## config.mk

```make
export PLATFORM = sky130hd
export DESIGN_NAME = mem_arbiter_flat
export DESIGN_NICKNAME = d
export VERILOG_FILES = /design/src/rtl/mem_arbiter_if.sv /design/src/rtl/mem_arbiter.sv /design/src/flat_wrapper.sv
export SDC_FILE = /design/constraint.sdc
export NUM_CORES = 1
export LEC_CHECK = 0
export CORE_MARGIN = 8
export CORE_UTILIZATION = 40
export CTS_CLUSTER_DIAMETER = 100
export DETAILED_ROUTE_END_ITERATION = 6
export GPL_TIMING_DRIVEN = 0
export HOLD_SLACK_MARGIN = 0.15
export PLACE_DENSITY = 0.79
export SLEW_MARGIN = 25
export SYNTH_ARGS = -nofsm -noshare
export SYNTH_HDL_FRONTEND = slang
export SYNTH_SLANG_ARGS = --single-unit
```

## constraint.sdc

```tcl
create_clock -name Clock -period 1.8 [get_ports Clock]
set_clock_uncertainty 0.15 [all_clocks]
set_input_delay 0.36 -clock Clock [delete_from_list [all_inputs] [get_ports Clock]]
set_output_delay 0.36 -clock Clock [all_outputs]
set_load 0.01 [all_outputs]
```

## src/rtl/mem_arbiter_if.sv

```systemverilog
// mem_arbiter_if: request/grant/completion bundle for two requesters plus the shared RAM port
interface mem_arbiter_if #(
  parameter int ADDR_W = 9,
  parameter int DATA_W = 32
);
  logic              req_a, req_b;
  logic              we_a, we_b;
  logic [ADDR_W-1:0] addr_a, addr_b;
  logic [DATA_W-1:0] wdata_a, wdata_b;
  logic              gnt_a, gnt_b;
  logic              done_a, done_b;
  logic [DATA_W-1:0] rdata_a, rdata_b;
  logic              mem_read, mem_write;
  logic [ADDR_W-1:0] mem_addr;
  logic [DATA_W-1:0] mem_wdata;
  logic [DATA_W-1:0] mem_rdata;
  // arbiter side: takes requests and RAM read data, drives grants, completions and the RAM controls
  modport slave (
    input  req_a, req_b, we_a, we_b, addr_a, addr_b, wdata_a, wdata_b, mem_rdata,
    output gnt_a, gnt_b, done_a, done_b, rdata_a, rdata_b,
           mem_read, mem_write, mem_addr, mem_wdata
  );
  // requester/RAM side: the mirror image of the arbiter
  modport master (
    output req_a, req_b, we_a, we_b, addr_a, addr_b, wdata_a, wdata_b, mem_rdata,
    input  gnt_a, gnt_b, done_a, done_b, rdata_a, rdata_b,
           mem_read, mem_write, mem_addr, mem_wdata
  );
endinterface

```

## src/rtl/mem_arbiter.sv

```systemverilog
// mem_arbiter: round-robin arbiter serving one RAM transaction at a time for ports A and B
module mem_arbiter #(
  parameter int ADDR_W = 9,
  parameter int DATA_W = 32
) (
  input  logic         Clock,
  input  logic         Resetn,
  mem_arbiter_if.slave bus
);
  typedef enum logic [1:0] {IDLE, ACCESS, CAPTURE} state_t;
  state_t            state;
  logic              last_b;
  logic              pick_a;
  logic              we_sel;
  logic [ADDR_W-1:0] addr_sel;
  logic [DATA_W-1:0] wdata_sel;
  // grant only in IDLE; on a tie the port not served last wins; last_b also names the port in flight
  always_comb begin
    pick_a    = bus.req_a & (~bus.req_b | last_b);
    bus.gnt_a = Resetn & (state == IDLE) & pick_a;
    bus.gnt_b = Resetn & (state == IDLE) & bus.req_b & ~pick_a;
    we_sel    = bus.gnt_b ? bus.we_b    : bus.we_a;
    addr_sel  = bus.gnt_b ? bus.addr_b  : bus.addr_a;
    wdata_sel = bus.gnt_b ? bus.wdata_b : bus.wdata_a;
  end
  // IDLE -> ACCESS on grant; ACCESS completes writes or moves reads to CAPTURE; CAPTURE latches RAM data
  always_ff @(posedge Clock or negedge Resetn) begin
    if (!Resetn) begin
      state         <= IDLE;
      last_b        <= 1'b1;
      bus.done_a    <= 1'b0;
      bus.done_b    <= 1'b0;
      bus.rdata_a   <= '0;
      bus.rdata_b   <= '0;
      bus.mem_read  <= 1'b0;
      bus.mem_write <= 1'b0;
      bus.mem_addr  <= '0;
      bus.mem_wdata <= '0;
    end else begin
      bus.done_a    <= 1'b0;
      bus.done_b    <= 1'b0;
      bus.mem_read  <= 1'b0;
      bus.mem_write <= 1'b0;
      case (state)
        IDLE: if (bus.gnt_a | bus.gnt_b) begin
          state         <= ACCESS;
          last_b        <= bus.gnt_b;
          bus.mem_addr  <= addr_sel;
          bus.mem_wdata <= wdata_sel;
          bus.mem_read  <= ~we_sel;
          bus.mem_write <= we_sel;
        end
        ACCESS: begin
          state      <= bus.mem_write ? IDLE : CAPTURE;
          bus.done_a <= bus.mem_write & ~last_b;
          bus.done_b <= bus.mem_write & last_b;
        end
        CAPTURE: begin
          state      <= IDLE;
          bus.done_a <= ~last_b;
          bus.done_b <= last_b;
          if (last_b) bus.rdata_b <= bus.mem_rdata;
          else bus.rdata_a <= bus.mem_rdata;
        end
        default: state <= IDLE;
      endcase
    end
  end
endmodule
```

## src/flat_wrapper.sv

```systemverilog
// flat-port wrapper written by rule: the top's interface ports become plain ports
module mem_arbiter_flat 
#(
  parameter int ADDR_W = 9,
  parameter int DATA_W = 32
)
  (Clock, Resetn, bus_req_a, bus_req_b, bus_we_a, bus_we_b, bus_addr_a, bus_addr_b, bus_wdata_a, bus_wdata_b, bus_mem_rdata, bus_gnt_a, bus_gnt_b, bus_done_a, bus_done_b, bus_rdata_a, bus_rdata_b, bus_mem_read, bus_mem_write, bus_mem_addr, bus_mem_wdata);
  mem_arbiter_if #(.ADDR_W(ADDR_W), .DATA_W(DATA_W)) bus_i ();
  input  logic Clock;
  input  logic Resetn;
  input wire logic [$bits(bus_i.req_a)-1:0] bus_req_a;
  input wire logic [$bits(bus_i.req_b)-1:0] bus_req_b;
  input wire logic [$bits(bus_i.we_a)-1:0] bus_we_a;
  input wire logic [$bits(bus_i.we_b)-1:0] bus_we_b;
  input wire logic [$bits(bus_i.addr_a)-1:0] bus_addr_a;
  input wire logic [$bits(bus_i.addr_b)-1:0] bus_addr_b;
  input wire logic [$bits(bus_i.wdata_a)-1:0] bus_wdata_a;
  input wire logic [$bits(bus_i.wdata_b)-1:0] bus_wdata_b;
  input wire logic [$bits(bus_i.mem_rdata)-1:0] bus_mem_rdata;
  output wire logic [$bits(bus_i.gnt_a)-1:0] bus_gnt_a;
  output wire logic [$bits(bus_i.gnt_b)-1:0] bus_gnt_b;
  output wire logic [$bits(bus_i.done_a)-1:0] bus_done_a;
  output wire logic [$bits(bus_i.done_b)-1:0] bus_done_b;
  output wire logic [$bits(bus_i.rdata_a)-1:0] bus_rdata_a;
  output wire logic [$bits(bus_i.rdata_b)-1:0] bus_rdata_b;
  output wire logic [$bits(bus_i.mem_read)-1:0] bus_mem_read;
  output wire logic [$bits(bus_i.mem_write)-1:0] bus_mem_write;
  output wire logic [$bits(bus_i.mem_addr)-1:0] bus_mem_addr;
  output wire logic [$bits(bus_i.mem_wdata)-1:0] bus_mem_wdata;
  assign bus_i.req_a = bus_req_a;
  assign bus_i.req_b = bus_req_b;
  assign bus_i.we_a = bus_we_a;
  assign bus_i.we_b = bus_we_b;
  assign bus_i.addr_a = bus_addr_a;
  assign bus_i.addr_b = bus_addr_b;
  assign bus_i.wdata_a = bus_wdata_a;
  assign bus_i.wdata_b = bus_wdata_b;
  assign bus_i.mem_rdata = bus_mem_rdata;
  assign bus_gnt_a = bus_i.gnt_a;
  assign bus_gnt_b = bus_i.gnt_b;
  assign bus_done_a = bus_i.done_a;
  assign bus_done_b = bus_i.done_b;
  assign bus_rdata_a = bus_i.rdata_a;
  assign bus_rdata_b = bus_i.rdata_b;
  assign bus_mem_read = bus_i.mem_read;
  assign bus_mem_write = bus_i.mem_write;
  assign bus_mem_addr = bus_i.mem_addr;
  assign bus_mem_wdata = bus_i.mem_wdata;
  mem_arbiter #(.ADDR_W(ADDR_W), .DATA_W(DATA_W)) u_core (.Clock(Clock), .Resetn(Resetn), .bus(bus_i));
endmodule
```

Word-level counts from Yosys, hierarchy flattened --
Cells that the tools add are included.
Word-level totals: output and inout port bits 111, bits in registers 112
Cells by class: equality and inequality tests 3, mux-type cells 12, reductions and logical operators 4, bitwise gates (word level) 13
Operator list (count):
- 32-bit two-way mux | 1
- 9-bit two-way mux | 1
- 1-bit AND | 7
- 2-bit AND reduction | 3
- 1-bit two-way mux | 5
- 2-bit two-way mux | 2
- 1-bit NOT | 4
- 1-bit case mux with 2 select lines | 2
- 2-bit case mux with 2 select lines | 1
- 2-bit by 1-bit equality test with 1-bit output (second input constant) | 1
- 2-bit equality test (second input constant) | 1
- 2-bit zero test | 1
- 2-bit inequality test (second input constant) | 1
- 1-bit bitwise OR | 2

Depth between registers and ports, before layout --
depth in word-level cells 9, mapped depth 7

Worst setup path after synthesis --
OpenSTA, ideal clock, no wires.
path kind flip-flop to output port, start register u_core.state[0], end output port bus_gnt_b, slack 14 ps, data required time 1290 ps, cell stages (with the launch flop) 6, arrival 1276 ps, cells stage by stage dfrtp_1 > inv_1 > ha_1 > nand3_1 > clkbuf_1 > nor2_1
Between the ends: cells in the longest elaborated chain, start to end 4
RTL lines:
- start, declared | RTL line mem_arbiter.sv:11 | state_t state;
- start signal, assigned | RTL line mem_arbiter.sv:54 | state <= bus.mem_write ? IDLE : CAPTURE;
- 2-bit zero test | RTL line mem_arbiter.sv:21 | bus.gnt_b = Resetn & (state == IDLE) & bus.req_b & ~pick_a;
- 1-bit AND (3 in a row) | RTL line mem_arbiter.sv:21
- end, declared | RTL line flat_wrapper.sv:21 | output wire logic [$bits(bus_i.gnt_b)-1:0] bus_gnt_b;
Every way passes these cells.

Worst setup path after layout --
start register u_core.state[1], end register u_core.bus.mem_wdata[14] in the netlist's numbering
Between the ends: cells in the longest elaborated chain, start to end 6, elaborated cells between the ends (all ways) 8
RTL lines:
- 2-bit zero test (*) | RTL line mem_arbiter.sv:20, mem_arbiter.sv:21, mem_arbiter.sv:44
- 1-bit AND | RTL line mem_arbiter.sv:20, mem_arbiter.sv:21
- 1-bit AND (2 in a row) | RTL line mem_arbiter.sv:21
- 1-bit bitwise OR | RTL line mem_arbiter.sv:45 | IDLE: if (bus.gnt_a | bus.gnt_b) begin
- 2-bit AND reduction (no source line)
- end signal, assigned | RTL line mem_arbiter.sv:49 | bus.mem_wdata <= wdata_sel;
- end, declared | RTL line mem_arbiter_if.sv:21 | mem_read, mem_write, mem_addr, mem_wdata
Every way passes the cells marked *; elsewhere a longest branch is shown, timed or not. A chain may end at the register's enable or synchronous reset.

==> metrics.txt <==
DRC errors left=0; clock transition at the registers of the reported paths=80 ps; FFs w/ async S/R, synth=100.0%; CP startpoint kind=flip-flop; critical path required time=1870 ps; DIE AREA=15640 µm²; pwr dens=between 1500 and 2000 nW/µm²; count leader, synth=dfrtp_1; Design Area, Final=approximately 8400 µm²; DP Area=between 7000 and 8000 µm²; peak supply drop=~0.00065 V; Yosys cell types=26; vias in the first global route=4568; register area share after synthesis=58.94%; GP Congestion=about 0.8; Post-Place Cells=roughly 800; footprint of the multi-input gates=2006 µm²; Fillers=836; syn_area_per_cell=11.75 µm²; synth top area cells=dfrtp_1 58%, mux2_2 15%, a31oi_1 5.4%; maxcap violations=0; critical path arrival=1960 ps; DR vias=4376; synthesized instance count=405; total CTS buffers=9; total track usage=20.52%; core area=between 10000 and 15000 µm²; first-pass iteration count of the detailed router=4; Crit Path Class=reg -> reg; Main synth FF type=dfrtp_1; total power=between 10 and 15 mW; failing checks=hold timing, setup timing; CP Max Fanout=8; antenna violations before repair=1; fin crit period=1897 ps; ratio of final minimum period to clock period=105.4%; Util after Layout=71.50%; Clock Path Buffers=2; number of synthesized flops with an enable pin=0; Final Hold Vio Count=~70; post-route ant nets=0; first-pass GRT wire length=between 20 and 30 mm; Wirelength per Cell=20.94 µm; RSZ-0062 raised after global routing=yes; Area Growth Syn to Fin=77.54%; syn_nets=528; share of cells above drive strength 1=25.70%; GRT met3 Usage=7.565%; total length of routed wires=between 15 and 20 mm; static leakage=3.829 nW; row count=40; CP Capture Type=flip-flop; synth cell count leaders=111 x dfrtp_1, 63 x mux2_2, 44 x a21oi_1, 42 x nor2_1, 41 x a31oi_1; Die H=between 100 and 150 µm; number of buffers added on ports=230; Hold Crit Class=in -> async; Starting Density=between 40 and 50%; status=finished with violations; Final setup viols=61; Yosys top cell by area=dfrtp_1; M2 GR Usage=34.36%; slew at the pin with the worst max-slew slack=approximately 430 ps; Ys Warns=0; CTS tree=built; Ports=231; most used routing layer=met2; Final nets=just under 800; DRT iter0 DRCs=between 200 and 250; FMAX=527.1 MHz; met1 Use GR=24.41%; WHS=-309.1 ps; register area=roughly 2800 µm²; Via density=~5.3; Synth top area share=58.39%; Final WS setup=-97.29 ps; Post-Layout Cell Count=just over 800; CTS root buf=clkbuf_16; largest net degree at the start of global routing=44; Die Wd=125.1 µm; Cell Area, Synth=4757 µm²; total clock sinks=112; HPWL after DPL=12.03 mm; Max-slew headroom=a little under three quarters; Synth Register Bits=112; H-tree levels=3; total grt overflow=0; final slew viol count=0; ant diodes=0; Skew-Pair Late Insertion Delay=340 ps
-- metal layers --
metal | routed length, µm | up-vias
li1 | - | 1989
met1 | 7083 | 2172
met2 | 8573 | 195
met3 | 1356 | 18
met4 | 230 | 2
met5 | 8 | -
-- final timing paths --
path                                       start                  endpoint  slack, ps  cells after the start
setup / recovery                 u_core.state[1]  u_core.bus.mem_wdata[14]       -100                      9
hold / removal                            Resetn    u_core.bus.rdata_a[11]       -310                      1
setup reg to reg                 u_core.state[1]  u_core.bus.mem_wdata[14]       -100                      9
hold reg to reg            u_core.bus.rdata_a[8]     u_core.bus.rdata_a[8]        360                      1
max in group asynchronous                 Resetn     u_core.bus.rdata_b[6]       1160                      2
min in group Clock         u_core.bus.rdata_a[8]     u_core.bus.rdata_a[8]        360                      1
-- through the flow --
step	TNS, ps	setup slack [ps]
after floorplan	0	13.93
after global placement	-687310	-5604
after detailed placement	-27520	-1256
after CTS	-489.0	-128.5
after global routing	-7569	-190.0
final	-2420	-97.29
-- sequential cells by signal, summed over array words and instances (netlist names) --
signal,cells
u_core.bus.mem_wdata,32
u_core.bus.rdata_a,32
u_core.bus.rdata_b,32
u_core.bus.mem_addr,9
u_core.state,2
u_core.bus.done_a,1
u_core.bus.done_b,1
u_core.bus.mem_read,1
u_core.bus.mem_write,1
u_core.last_b,1
-- logic make-up (layout without fill, tap and decap cells) --
logic type               after synthesis  in the layout  share of synthesized area (%)
AO/OA/AOI/OAI                        130            130                          15.02
flip-flops                           112            112                          58.94
multiplexers                          65             65                          15.36
AND/OR/NAND/NOR                       58             58                          5.076
buffers and inverters                 37            309                          4.813
adder cells (fa/ha/maj)                3              3                         0.7891
-- worst max-delay path, stage by stage, from the launching register on --
cell and delay, ps:
dfrtp_1 370, inv_2 60, ha_4 180, buf_4 130, buf_4 130, and3_1 160, buf_8 160, buf_8 140
a31oi_1 190, a21oi_1 100
-- cell usage in the layout (no fill, tap or decap), drive strengths merged, types with 2 or more instances in the layout --
master / n
dfrtp: 111
a21oi: 44
nor2: 42
o21ai: 43
nand2: 6
buf: 51
a31oi: 41
clkdlybuf4s50: 172
and3: 2
dlymetal6s2s: 50
dlygate4sd2: 5
nand3: 3
nor3b: 2
ha: 3
clkbuf: 21
mux2: 64
inv: 5
clkinvlp: 2
-- final cells by class --
cell class	instances	area share (%)
flip-flops and latches	112	33.20
repair buffers	257	33.14
multi-input cells	256	23.75
plain buffers	33	3.896
clock buffers	10	2.830
well taps	147	2.178
clock inverters	6	0.8741
inverters	3	0.1333
-- repair_timing --
| action | in CTS | in global routing |
|---|---|---|
| gates cloned | 3 | 3 |
| endpoints found under the hold margin | 73 | 73 |
| pin swaps | 1 | 30 |
| buffers inserted | 16 | 5 |
| resized for setup | 50 | 124 |
| setup endpoints to repair | 104 | 135 |
-- where the power goes --
part / internal, mW / total [mW] / switching (mW) / leakage [nW]
sequential: 3.77 / 4.44 / 0.671 / 1.30
combinational: 4.03 / 7.03 / 2.99 / 2.38
clock: 1.14 / 2.11 / 0.972 / 0.147
total: 8.94 / 13.6 / 4.64 / 3.83
Note: power is estimated with default switching activity, not from simulation.
